$ cat config.mk
export PLATFORM = sky130hd
export DESIGN_NAME = sda_tx_arb
export DESIGN_NICKNAME = d
export VERILOG_FILES = /design/src/rtl/sda_tx_arb.sv
export SDC_FILE = /design/constraint.sdc
export NUM_CORES = 1
export LEC_CHECK = 0
export BUFFER_PORTS_ARGS = -buffer_cell sky130_fd_sc_hd__buf_2
export CAP_MARGIN = 20
export CORE_ASPECT_RATIO = 0.7
export CORE_MARGIN = 2
export CORE_UTILIZATION = 45
export CTS_BUF_LIST = sky130_fd_sc_hd__clkbuf_16
export CTS_CLUSTER_DIAMETER = 200
export DETAILED_ROUTE_END_ITERATION = 10
export GPL_ROUTABILITY_DRIVEN = 0
export PLACE_DENSITY = 0.69
export SYNTH_ARGS = -nofsm -noshare
export SYNTH_HDL_FRONTEND = slang
export SYNTH_SLANG_ARGS = --single-unit
$ cat constraint.sdc
create_clock -name sclk -period 2.3 [get_ports sclk]
set_input_delay 0.69 -clock sclk [delete_from_list [all_inputs] [get_ports sclk]]
set_output_delay 0.69 -clock sclk [all_outputs]
set_load 0.02 [all_outputs]
$ cat src/rtl/sda_tx_arb.sv
// ---------------------------------------------------------------------------
// sda_tx_arb
//   Round-robin arbiter that loads one 4-bit word at a time from one of four
//   requesters and presents it to a serial transmitter. The transmitter asks
//   for new data with tx_ack. The first rising edge of tx_ack after a word is
//   loaded hands that word over: gnt pulses for the owning requester.
//   If no rising edge arrives within TIMEOUT cycles, the loaded word is
//   abandoned and a sticky timeout_err flag is raised.
//
// Parameters
//   TIMEOUT     : maximum number of LOADED cycles a word waits for a rising
//                 edge of tx_ack before it is abandoned (1..255)
//
// Ports
//   sclk        : clock, all state updates on the rising edge
//   rst         : synchronous reset, active low
//   req         : per-requester request, bit i = requester i has a word
//   req_data    : requester words, requester i word = req_data[4i+3:4i]
//   gnt         : one-hot, one-cycle pulse when a word is handed over
//   tx_data     : word presented to the serial transmitter
//   tx_ack      : transmitter new-data request (asynchronous to the word)
//   tx_hold     : high while no word is loaded
//   src         : index of the requester whose word is on tx_data
//   busy        : high in LOADED and SENDING
//   frame_cnt   : number of words handed over, wraps 255 -> 0
//   timeout_err : sticky flag, a loaded word was abandoned
//   err_clr     : synchronous clear of timeout_err
// ---------------------------------------------------------------------------
module sda_tx_arb #(
  parameter int TIMEOUT = 255
) (
  input  logic        sclk,
  input  logic        rst,
  input  logic [3:0]  req,
  input  logic [15:0] req_data,
  output logic [3:0]  gnt,
  output logic [3:0]  tx_data,
  input  logic        tx_ack,
  output logic        tx_hold,
  output logic [1:0]  src,
  output logic        busy,
  output logic [7:0]  frame_cnt,
  output logic        timeout_err,
  input  logic        err_clr
);

  typedef enum logic [1:0] {
    IDLE    = 2'd0,
    LOADED  = 2'd1,
    SENDING = 2'd2
  } state_t;

  localparam logic [7:0] TIMEOUT_W = 8'(TIMEOUT);

  state_t     state;
  logic [1:0] ptr;
  logic [7:0] wait_cnt;
  logic       ack_q;
  logic       ack_p;

  logic       rise;
  logic       low;
  logic [7:0] wait_nxt;
  logic       found;
  logic [1:0] win_idx;
  logic [3:0] win_word;

  assign rise     = ack_q & ~ack_p;
  assign low      = ~ack_q;
  assign wait_nxt = wait_cnt + 8'd1;

  // Round-robin search starting at ptr. The 2-bit sum wraps modulo 4, so
  // the search covers ptr, ptr+1, ptr+2 and ptr+3 in priority order.
  always_comb begin
    found   = 1'b0;
    win_idx = ptr;
    for (int i = 0; i < 4; i++) begin
      if (!found && req[ptr + 2'(i)]) begin
        found   = 1'b1;
        win_idx = ptr + 2'(i);
      end
    end
    win_word = req_data[4*win_idx +: 4];
  end

  // tx_ack is registered once into ack_q, and ack_q is delayed once more
  // into ack_p. Edge detection uses only the registered copies.
  always_ff @(posedge sclk) begin
    if (!rst) begin
      ack_q <= 1'b0;
      ack_p <= 1'b0;
    end else begin
      ack_q <= tx_ack;
      ack_p <= ack_q;
    end
  end

  // Main FSM. All outputs are registered here.
  // err_clr is applied first so that a timeout set later in the same cycle
  // overrides it.
  always_ff @(posedge sclk) begin
    if (!rst) begin
      state       <= IDLE;
      ptr         <= 2'd0;
      wait_cnt    <= 8'd0;
      tx_hold     <= 1'b1;
      tx_data     <= 4'd0;
      src         <= 2'd0;
      gnt         <= 4'd0;
      busy        <= 1'b0;
      frame_cnt   <= 8'd0;
      timeout_err <= 1'b0;
    end else begin
      gnt <= 4'd0;
      if (err_clr)
        timeout_err <= 1'b0;

      case (state)
        IDLE: begin
          if (found) begin
            tx_data  <= win_word;
            src      <= win_idx;
            tx_hold  <= 1'b0;
            wait_cnt <= 8'd0;
            busy     <= 1'b1;
            state    <= LOADED;
          end else begin
            tx_hold <= 1'b1;
          end
        end

        // A rising edge of tx_ack wins over a timeout expiring in the same cycle.
        LOADED: begin
          if (rise) begin
            gnt       <= 4'b0001 << src;
            frame_cnt <= frame_cnt + 8'd1;
            ptr       <= src + 2'd1;
            state     <= SENDING;
          end else begin
            wait_cnt <= wait_nxt;
            if (wait_nxt == TIMEOUT_W) begin
              timeout_err <= 1'b1;
              tx_hold     <= 1'b1;
              busy        <= 1'b0;
              state       <= IDLE;
            end
          end
        end

        // The word stays on tx_data until the transmitter drops tx_ack.
        // tx_hold rises here because the handed-over word is no longer pending.
        SENDING: begin
          if (low) begin
            tx_hold <= 1'b1;
            busy    <= 1'b0;
            state   <= IDLE;
          end
        end

        default: begin
          tx_hold <= 1'b1;
          busy    <= 1'b0;
          state   <= IDLE;
        end
      endcase
    end
  end

endmodule

---- Word level (Yosys, flattened, before mapping) ----
Index checks and enable logic that the tools add are counted.
word-level totals
  logic and storage cells ................. 86
  bits of input ports ..................... 24
  flip-flop bits (word level) ............. 35
operators by class
  order comparisons ....................... 4
  mux-type cells .......................... 37
  reduce and logical (&&, ||, !) cells .... 15
  add/sub/neg operators ................... 6
  equal/unequal tests ..................... 8
  bitwise gates (word level) .............. 2
  shifts and indexed selects .............. 2
operators with widths
  kind                                                  number
  two-way mux 1 bit                                     20
  adder 8 x 1 -> 8 bit (second input constant)          2
  two-way mux 8 bit                                     2
  case mux 8 bit (2 select lines)                       1
  variable part select 16 x 5 -> 4 bit                  1
  two-way mux 2 bit                                     7
  < comparator 2 x 3 -> 1 bit (second input constant)   4
  AND reduction 3 bit                                   4
  binary-select mux 1 bit (select 2 bit)                4
  equality test 8 bit (second input constant)           1
  inequality test 2 bit (second input constant)         4
  case mux 1 bit (3 select lines)                       2
  case mux 2 bit (3 select lines)                       1
  adder 2 x 1 -> 2 bit (second input constant)          2
  adder 2 bit (second input constant)                   2
  AND reduction 2 bit                                   2
  AND reduction 4 bit                                   1
  left shift 1 x 2 -> 4 bit (first input constant)      1
  logical AND 1 bit                                     3
  zero test 1 bit                                       3
  inequality test 3 bit (second input constant)         1
  equality test 2 x 1 -> 1 bit (second input constant)  1
  equality test 2 bit (second input constant)           1
  zero test 2 bit                                       1
  3 further kinds                                       3

---- Longest topological paths before layout ----
Gate-level depths: netlist of run 1.
  depth in word-level cells ............... 14
  depth in mapped cells ................... 6
  gate-level depth less buffers ........... 6

---- Worst setup path before layout of run 1 ----
OpenSTA, ideal clock, no wires.
  kind .................................... input -> register
  start ................................... input req[2]
  end ..................................... register tx_data[2]
  library setup time ...................... 0.127 ns
  arrival time ............................ 1.736 ns
  stages .................................. 5
  path buffers ............................ 0
  path slack .............................. 0.437 ns
  cells stage by stage .................... or3_2 > o2111ai_1 > nand2_4 > mux2i_1 > o221ai_2
on the way
  longest elaborated chain between the ends .. 13
RTL lines
  what                                                                                RTL line  RTL
  start, declared                                                                     34        input logic [3:0] req,
  binary-select mux 1 bit (select 2 bit)                                              78        if (!found && req[ptr + 2'(i)]) begin
  two-way mux 1 bit (not written as such)                                             78
  two-way mux 1 bit                                                                   78
  zero test 1 bit                                                                     78
  logical AND 1 bit                                                                   78
  two-way mux 1 bit                                                                   78
  zero test 1 bit                                                                     78
  logical AND 1 bit                                                                   78
  two-way mux 1 bit                                                                   78
  zero test 1 bit                                                                     78
  logical AND 1 bit                                                                   78
  two-way mux 2 bit / two-way mux 1 bit (equally long branches)                       78
  variable part select 16 x 5 -> 4 bit / AND reduction 2 bit (equally long branches)  -
  end signal, assigned                                                                121       tx_data <= win_word;
  end, declared                                                                       37        output logic [3:0] tx_data,
Several ways; a longest one is shown, not always the timed one. The select of a mux whose other input is x is not followed.
A chain may end at the register's enable or synchronous reset.

---- Worst setup path in the final report of run 1 ----
  start ................................... input req[3]
  end ..................................... register tx_data[3]
The elaborated chain is that of the path after synthesis.

==> run_results.csv, run 1 <==
group,metric,value,unit
yosys,synth_edf_count,0,
clock_network,cts.root.buffer_cell,"clkbuf_16",
clock_network,postCtsSetupBuffers,0,
setup_path,startpoint,"req[3]",
clock_network,cts_tree,"yes",
yosys,synth.avg_cell_area,8.81,sq um
timing,slew_headroom,0.675,
setup_path,critPathSlowestCell,"nor3_1",
yosys,syn_nets,227,
global_routing,first_global_vias,1416,
final_layout,instances_no_fill,299,
yosys,ys_async_sr_fraction,0,
final_layout,final_nets,275,
yosys,syn_area,1760,sq um
timing,fin_skew,2.10,ps
yosys,ys_ff_latch,35,
global_routing,globalRouteTotalUtil,0.189,
placed_design,io_buffers,44,
setup_path,crit_type,"input port to register",
timing,tns,0,ps
yosys,ys.flop_type,"dfxtp_1",
die,dieArea,4440,sq um
setup_path,cp-end-kind,"register",
pwr,power_density,732,nW/um^2
route,drt_first_pass_iters,4,
setup_path,r2r-end,"timeout_err$_SDFF_PN0_",
route,drtIter0Drc,62,
setup_path,worst_ep_required_time,2490,ps
die,row_count,18,
worst_hold_path,hold_depth,2,
yosys,yosysWarnings,0,
setup_path,cpPeakStageDelay,340,ps
setup_path,start_kind,"input port",
timing,finalWorstPathRequiredPeriod,1800,ps
clock_network,cts_buffers,5,
die,core,3630,sq um
clock_network,cts-resized-gates,0,
timing,worstMarginPinSlew,485,ps
setup_path,rr_worst_depth,6,
placed_design,place_inst,291,
setup_path,arrival,1990,ps
yosys,synth-seq-area-share,0.398,
route,routed_wl,3890,um
timing,final_hold_viol_count,0,
setup_path,reg2reg_from,"wait_cnt[0]$_SDFFE_PN0P_",
clock_network,clkLatencyLatePin,280,ps
clock_network,cts.sink_count,35,
final_layout,final_layout_size_suffix_gt1_frac,0.261,
clock_network,clockBufferDepth,2,
placed_design,hpwlAfterDp,2820,um
yosys,synth_cells,200,
setup_path,r2r_slack,540,ps
final_layout,n_fill_cell,335,
final_layout,diodes,0,
setup_path,crit_path_end,"tx_data[3]$_SDFFE_PN0P_",
route,route.detailed.drc,0,
pwr,peakVddDrop,0.000444,V
die,start_util,0.486,
die,fp.dieW,78.8,um
route,avgRoutedWirePerCell,13.0,um
route,vias,1582,
global_routing,grt_pass1_wl,6560,um
clock_network,htree_levels,2,
job,drv_cap,0,
timing,timing.final.crit_share,0.782,
timing,slew_violations,0,
timing,rsz0062_at_grt,"false",
setup_path,crit_fanout,6,
timing,finalSetupViolCount,0,
global_routing,grt_overflow_total,0,
route,viasPerCell,5.29,
clock_network,clk_pin_slew,50,ps
run_status,status,"completed",
die,die_y,56.4,um
setup_path,worstPathCellList,"buf_2, and2b_1, o21a_1, nor3_1, nand3_1, o221ai_1",
global_routing,antenna_found_initial,0,
global_routing,grt_max_degree,15,
die,ios,45,
final_layout,area_delta_synth_final,24.2,%
pwr,p_leak,0.000907,uW
worst_hold_path,worstHoldPathType,"register to register",
timing,max_freq,556,MHz
route,ant_nets,0,
clock_network,ctsHoldBuffers,0,
yosys,synth_cell_types,49,
## per-stage QoR
stage / util / hold WS, ps / total power [uW] / setup WS (ps) / cell area (sq um)
2_1_floorplan: - / 440 / 879 / 437 / 1760
3_3_place_gp: 0.565 / 470 / 970 / 245 / 2050
3_5_place_dp: 0.565 / 473 / 973 / 230 / 2050
4_1_cts: 0.604 / 489 / 1620 / 515 / 2190
5_1_grt: 0.604 / 515 / 1680 / 328 / 2190
6_report: 0.604 / 488 / 1600 / 502 / 2190
## sequential cells by signal, summed over array words and instances (netlist names), 2 cells and up
| register | flops |
|---|---|
| ptr | 2 |
| gnt | 4 |
| tx_data | 4 |
| state | 2 |
| wait_cnt | 8 |
| frame_cnt | 8 |
| src | 2 |
## kinds of logic (layout without fill, tap and decap cells)
logic type                 after synthesis  in the layout  synth area share
adders and majority gates                3              3            0.0213
xor gates and xnor gates                10             10            0.0497
DFF                                     35             35             0.398
buffers and inverters                   16             65            0.0419
and+or+nand+nor                         82             82             0.257
muxes                                   12             12            0.0682
AOI/OAI and AO/OA                       42             42             0.164
## Yosys cell counts, drive strengths merged, types with 2 or more instances
cell,instances,area share
clkbuf,5,0.011
a2bb2oi,2,0.0099
and4,2,0.0099
nor3,7,0.023
or2b,2,0.0085
or3,5,0.021
xnor2,4,0.020
and3,4,0.014
nor2b,2,0.0071
nand3,11,0.031
dfxtp,35,0.40
a31oi,2,0.0071
nand2b,2,0.0071
nor2,25,0.058
nand4,4,0.014
ha,3,0.021
o22ai,2,0.0071
nand2,11,0.028
mux2i,12,0.068
buf,4,0.016
o21a,2,0.0085
xor2,6,0.030
a21oi,11,0.033
inv,7,0.015
o221ai,4,0.023
o2111ai,3,0.015
a211oi,4,0.017
o21ai,7,0.020
## cell type report
cell class / instances / area (sq um) / area share
Clock inverter: 3 / 15.0 / 0.00686
Sequential cell: 35 / 701 / 0.320
Timing Repair Buffer: 50 / 265 / 0.121
Multi-Input combinational cell: 149 / 993 / 0.454
Inverter: 7 / 26.3 / 0.0120
Tap cell: 50 / 62.6 / 0.0286
Clock buffer: 5 / 125 / 0.0572
## placed cells by master (no fill, tap or decap), drive strengths merged, types with 6 or more instances in the layout
cell	n
a21oi	11
buf	50
dfxtp	35
inv	7
mux2i	12
nand2	11
nand3	11
nor2	25
nor3	7
o21ai	7
xor2	6
## power breakdown
part	total (uW)	leakage, uW	switching, uW	internal [uW]
Combinational	285	0.000557	163	122
Sequential	675	0.000285	33.6	641
Clock	641	0.0000649	249	393
## worst max-delay path: cells and delay by family
kind	cells	cell delay [ps]
buffers and inverters	1	130
AO/OA/AOI/OAI	2	410
AND/OR/NAND/NOR	3	760
## metal layers
layer | share of wire | GRT usage | up-vias
met5 | 0 | 0 | -
met2 | 0.42 | 0.266 | 47
met3 | 0.057 | 0.0482 | 8
li1 | - | - | 824
met4 | 0.015 | 0.0752 | 0
met1 | 0.51 | 0.272 | 703
## worst min-delay path by stage
| stage | startpoint | to | slack (ps) |
|---|---|---|---|
| floorplan | wait_cnt[7]$_SDFFE_PN0P_ | wait_cnt[7]$_SDFFE_PN0P_ | 440 |
| global placement | tx_data[0]$_SDFFE_PN0P_ | tx_data[0]$_SDFFE_PN0P_ | 470 |
| detailed placement | tx_data[0]$_SDFFE_PN0P_ | tx_data[0]$_SDFFE_PN0P_ | 470 |
| CTS | wait_cnt[7]$_SDFFE_PN0P_ | wait_cnt[7]$_SDFFE_PN0P_ | 490 |
| global route | wait_cnt[7]$_SDFFE_PN0P_ | wait_cnt[7]$_SDFFE_PN0P_ | 510 |
| finish | tx_data[0]$_SDFFE_PN0P_ | tx_data[0]$_SDFFE_PN0P_ | 490 |
Note: power is estimated with default switching activity, not from simulation.
==> inputs of run 2 (changes only) <==
Settings changed: PLACE_DENSITY 0.69 to 0.72.
Clock period 2.3 ns to 1.55 ns, I/O delays scaled along.
==> run 2 against run 1 <==
Net effect: design area is 15% higher; via count is 11% higher; die area stayed put; setup slack worse by 480 ps; total power is 57% higher; register-to-register slack worse by 510 ps; critical path depth is 1 lower; count of clock-buffer cells in the layout stayed put; sequential power is 48% higher; routed wire length is 15% higher; sequential cell count stayed put; non-clock buffer count is 28 higher; critical endpoint is now tx_hold$_SDFFE_PN1P_; highest routed layer unchanged.
==> run_results.csv, run 2 (synthesized netlist as in run 1, its figures left out) <==
group,metric,value,unit
timing,tns,0,ps
placed_design,io_buffers,44,
final_layout,diodes,0,
final_layout,instances_no_fill,327,
worst_hold_path,whs_endpoint,"timeout_err$_SDFF_PN0_",
clock_network,clockBufferDepth,2,
timing,finalSetupViolCount,0,
global_routing,use_met1,0.276,
pwr,report.power.total,2510,uW
route,viasPerCell,5.38,
timing,max_freq,656,MHz
clock_network,cts_tree,"yes",
die,start_util,0.486,
setup_path,r2r_slack,30,ps
pwr,peakVddDrop,0.000654,V
global_routing,grt_use_met2,0.311,
final_layout,final_cell_mix,"buf_2 (44), buf_4 (32), dfxtp_1 (28)",
setup_path,cp-end-kind,"register",
clock_network,cts.root.buffer_cell,"clkbuf_16",
placed_design,hpwlAfterDp,3130,um
route,drtIter0Drc,104,
clock_network,cts.sink_count,35,
global_routing,antenna_found_initial,0,
pwr,p_leak,0.00107,uW
final_layout,final_layout_size_suffix_gt1_frac,0.404,
timing,timing.final.crit_share,0.983,
global_routing,grt_max_degree,15,
setup_path,crit_type,"register to register",
worst_hold_path,min_from,"err_clr",
route,ant_nets,0,
pwr,power_density,997,nW/um^2
setup_path,crit_fanout,8,
job,drv_cap,0,
setup_path,rr_worst_depth,5,
worst_hold_path,hold_depth,2,
setup_path,r2r-end,"tx_hold$_SDFFE_PN1P_",
die,die_y,56.4,um
clock_network,htree_levels,2,
timing,final_hold_viol_count,0,
clock_network,clk_pin_slew,50,ps
clock_network,cts_buffers,5,
final_layout,area_delta_synth_final,42.8,%
timing,slew_headroom,0.673,
global_routing,grt_overflow_total,0,
final_layout,final_common_cell,"buf_2",
timing,slew_violations,0,
clock_network,clkLatencyLatePin,280,ps
route,routed_wl,4470,um
final_layout,n_fill_cell,303,
timing,finalWorstPathRequiredPeriod,1520,ps
setup_path,reg2reg_from,"state[0]$_SDFFE_PN0P_",
die,fp.dieW,78.8,um
global_routing,grt_pass1_wl,7290,um
worst_hold_path,worstHoldPathType,"input port to register",
setup_path,worst_ep_required_time,1710,ps
setup_path,start_kind,"register",
die,dieArea,4440,sq um
run_status,status,"completed",
setup_path,arrival,1680,ps
global_routing,busiest_layer,"met2",
die,ios,45,
timing,worstMarginPinSlew,487,ps
route,avgRoutedWirePerCell,13.7,um
die,core,3630,sq um
clock_network,ctsHoldBuffers,0,
global_routing,grt_use_met3,0.0627,
route,route.detailed.drc,0,
global_routing,first_global_vias,1633,
route,vias,1760,
placed_design,place_inst,314,
global_routing,globalRouteTotalUtil,0.208,
final_layout,reg_top3,"frame_cnt x8, wait_cnt x8",
die,row_count,18,
timing,fin_skew,2.61,ps
final_layout,final_nets,303,
route,drt_first_pass_iters,4,
timing,rsz0062_at_grt,"true",
run 2: how the worst max path moves through the flow:
stage / startpoint / to / cells past startpoint
floorplan: req[1] / tx_data[2]$_SDFFE_PN0P_ / 5
global placement: req[2] / tx_data[0]$_SDFFE_PN0P_ / 6
detailed placement: req[3] / tx_data[3]$_SDFFE_PN0P_ / 6
CTS: req[3] / tx_data[3]$_SDFFE_PN0P_ / 6
global route: state[0]$_SDFFE_PN0P_ / tx_hold$_SDFFE_PN1P_ / 5
finish: state[0]$_SDFFE_PN0P_ / tx_hold$_SDFFE_PN1P_ / 5
run 2: final cells by class:
class / instances / area [sq um] / share of cell area
clock buffers: 5 / 125 / 0.0497
clock inverters: 3 / 16.3 / 0.00646
inverters: 7 / 26.3 / 0.0104
multi-input cells: 149 / 1080 / 0.428
flip-flops and latches: 35 / 717 / 0.285
well taps: 50 / 62.6 / 0.0249
repair buffers: 78 / 492 / 0.195
run 2: per-stage QoR:
stage / setup slack, ps / util / hold WS (ps) / area (sq um)
floorplan: -25.1 / - / 440 / 1770
global placement: -208 / 0.614 / 467 / 2230
detailed placement: -273 / 0.614 / 468 / 2230
CTS: 12.5 / 0.655 / 359 / 2380
global route: -64.1 / 0.694 / 384 / 2520
finish: 26.5 / 0.694 / 363 / 2520
run 2: where the power goes:
part / leakage (uW) / internal (uW) / switching (uW)
clock: 0.0000710 / 585 / 359
combinational: 0.000712 / 272 / 296
sequential: 0.000289 / 952 / 45.0
total: 0.00107 / 1810 / 700
run 2: metal layers:
metal  wire, um  share of wire  vias to the layer above
met2       2020           0.45                       43
met1       2080           0.47                      828
met3        289          0.065                        8
met4         74          0.017                        0
met5          0              0                        -
li1           -              -                      881
run 2: critical path, stage by stage, from the launching register on:
cell	delay, ps
dfxtp_4	370
nor3_2	450
buf_4	200
nor2_1	40
a221oi_1	230
o31ai_1	110
run 2: timing repair:
item | in CTS | in global routing
pin swaps | 0 | 9
setup buffers | 0 | 5
resized for setup | 5 | 26
endpoints found under the setup margin | 5 | 12
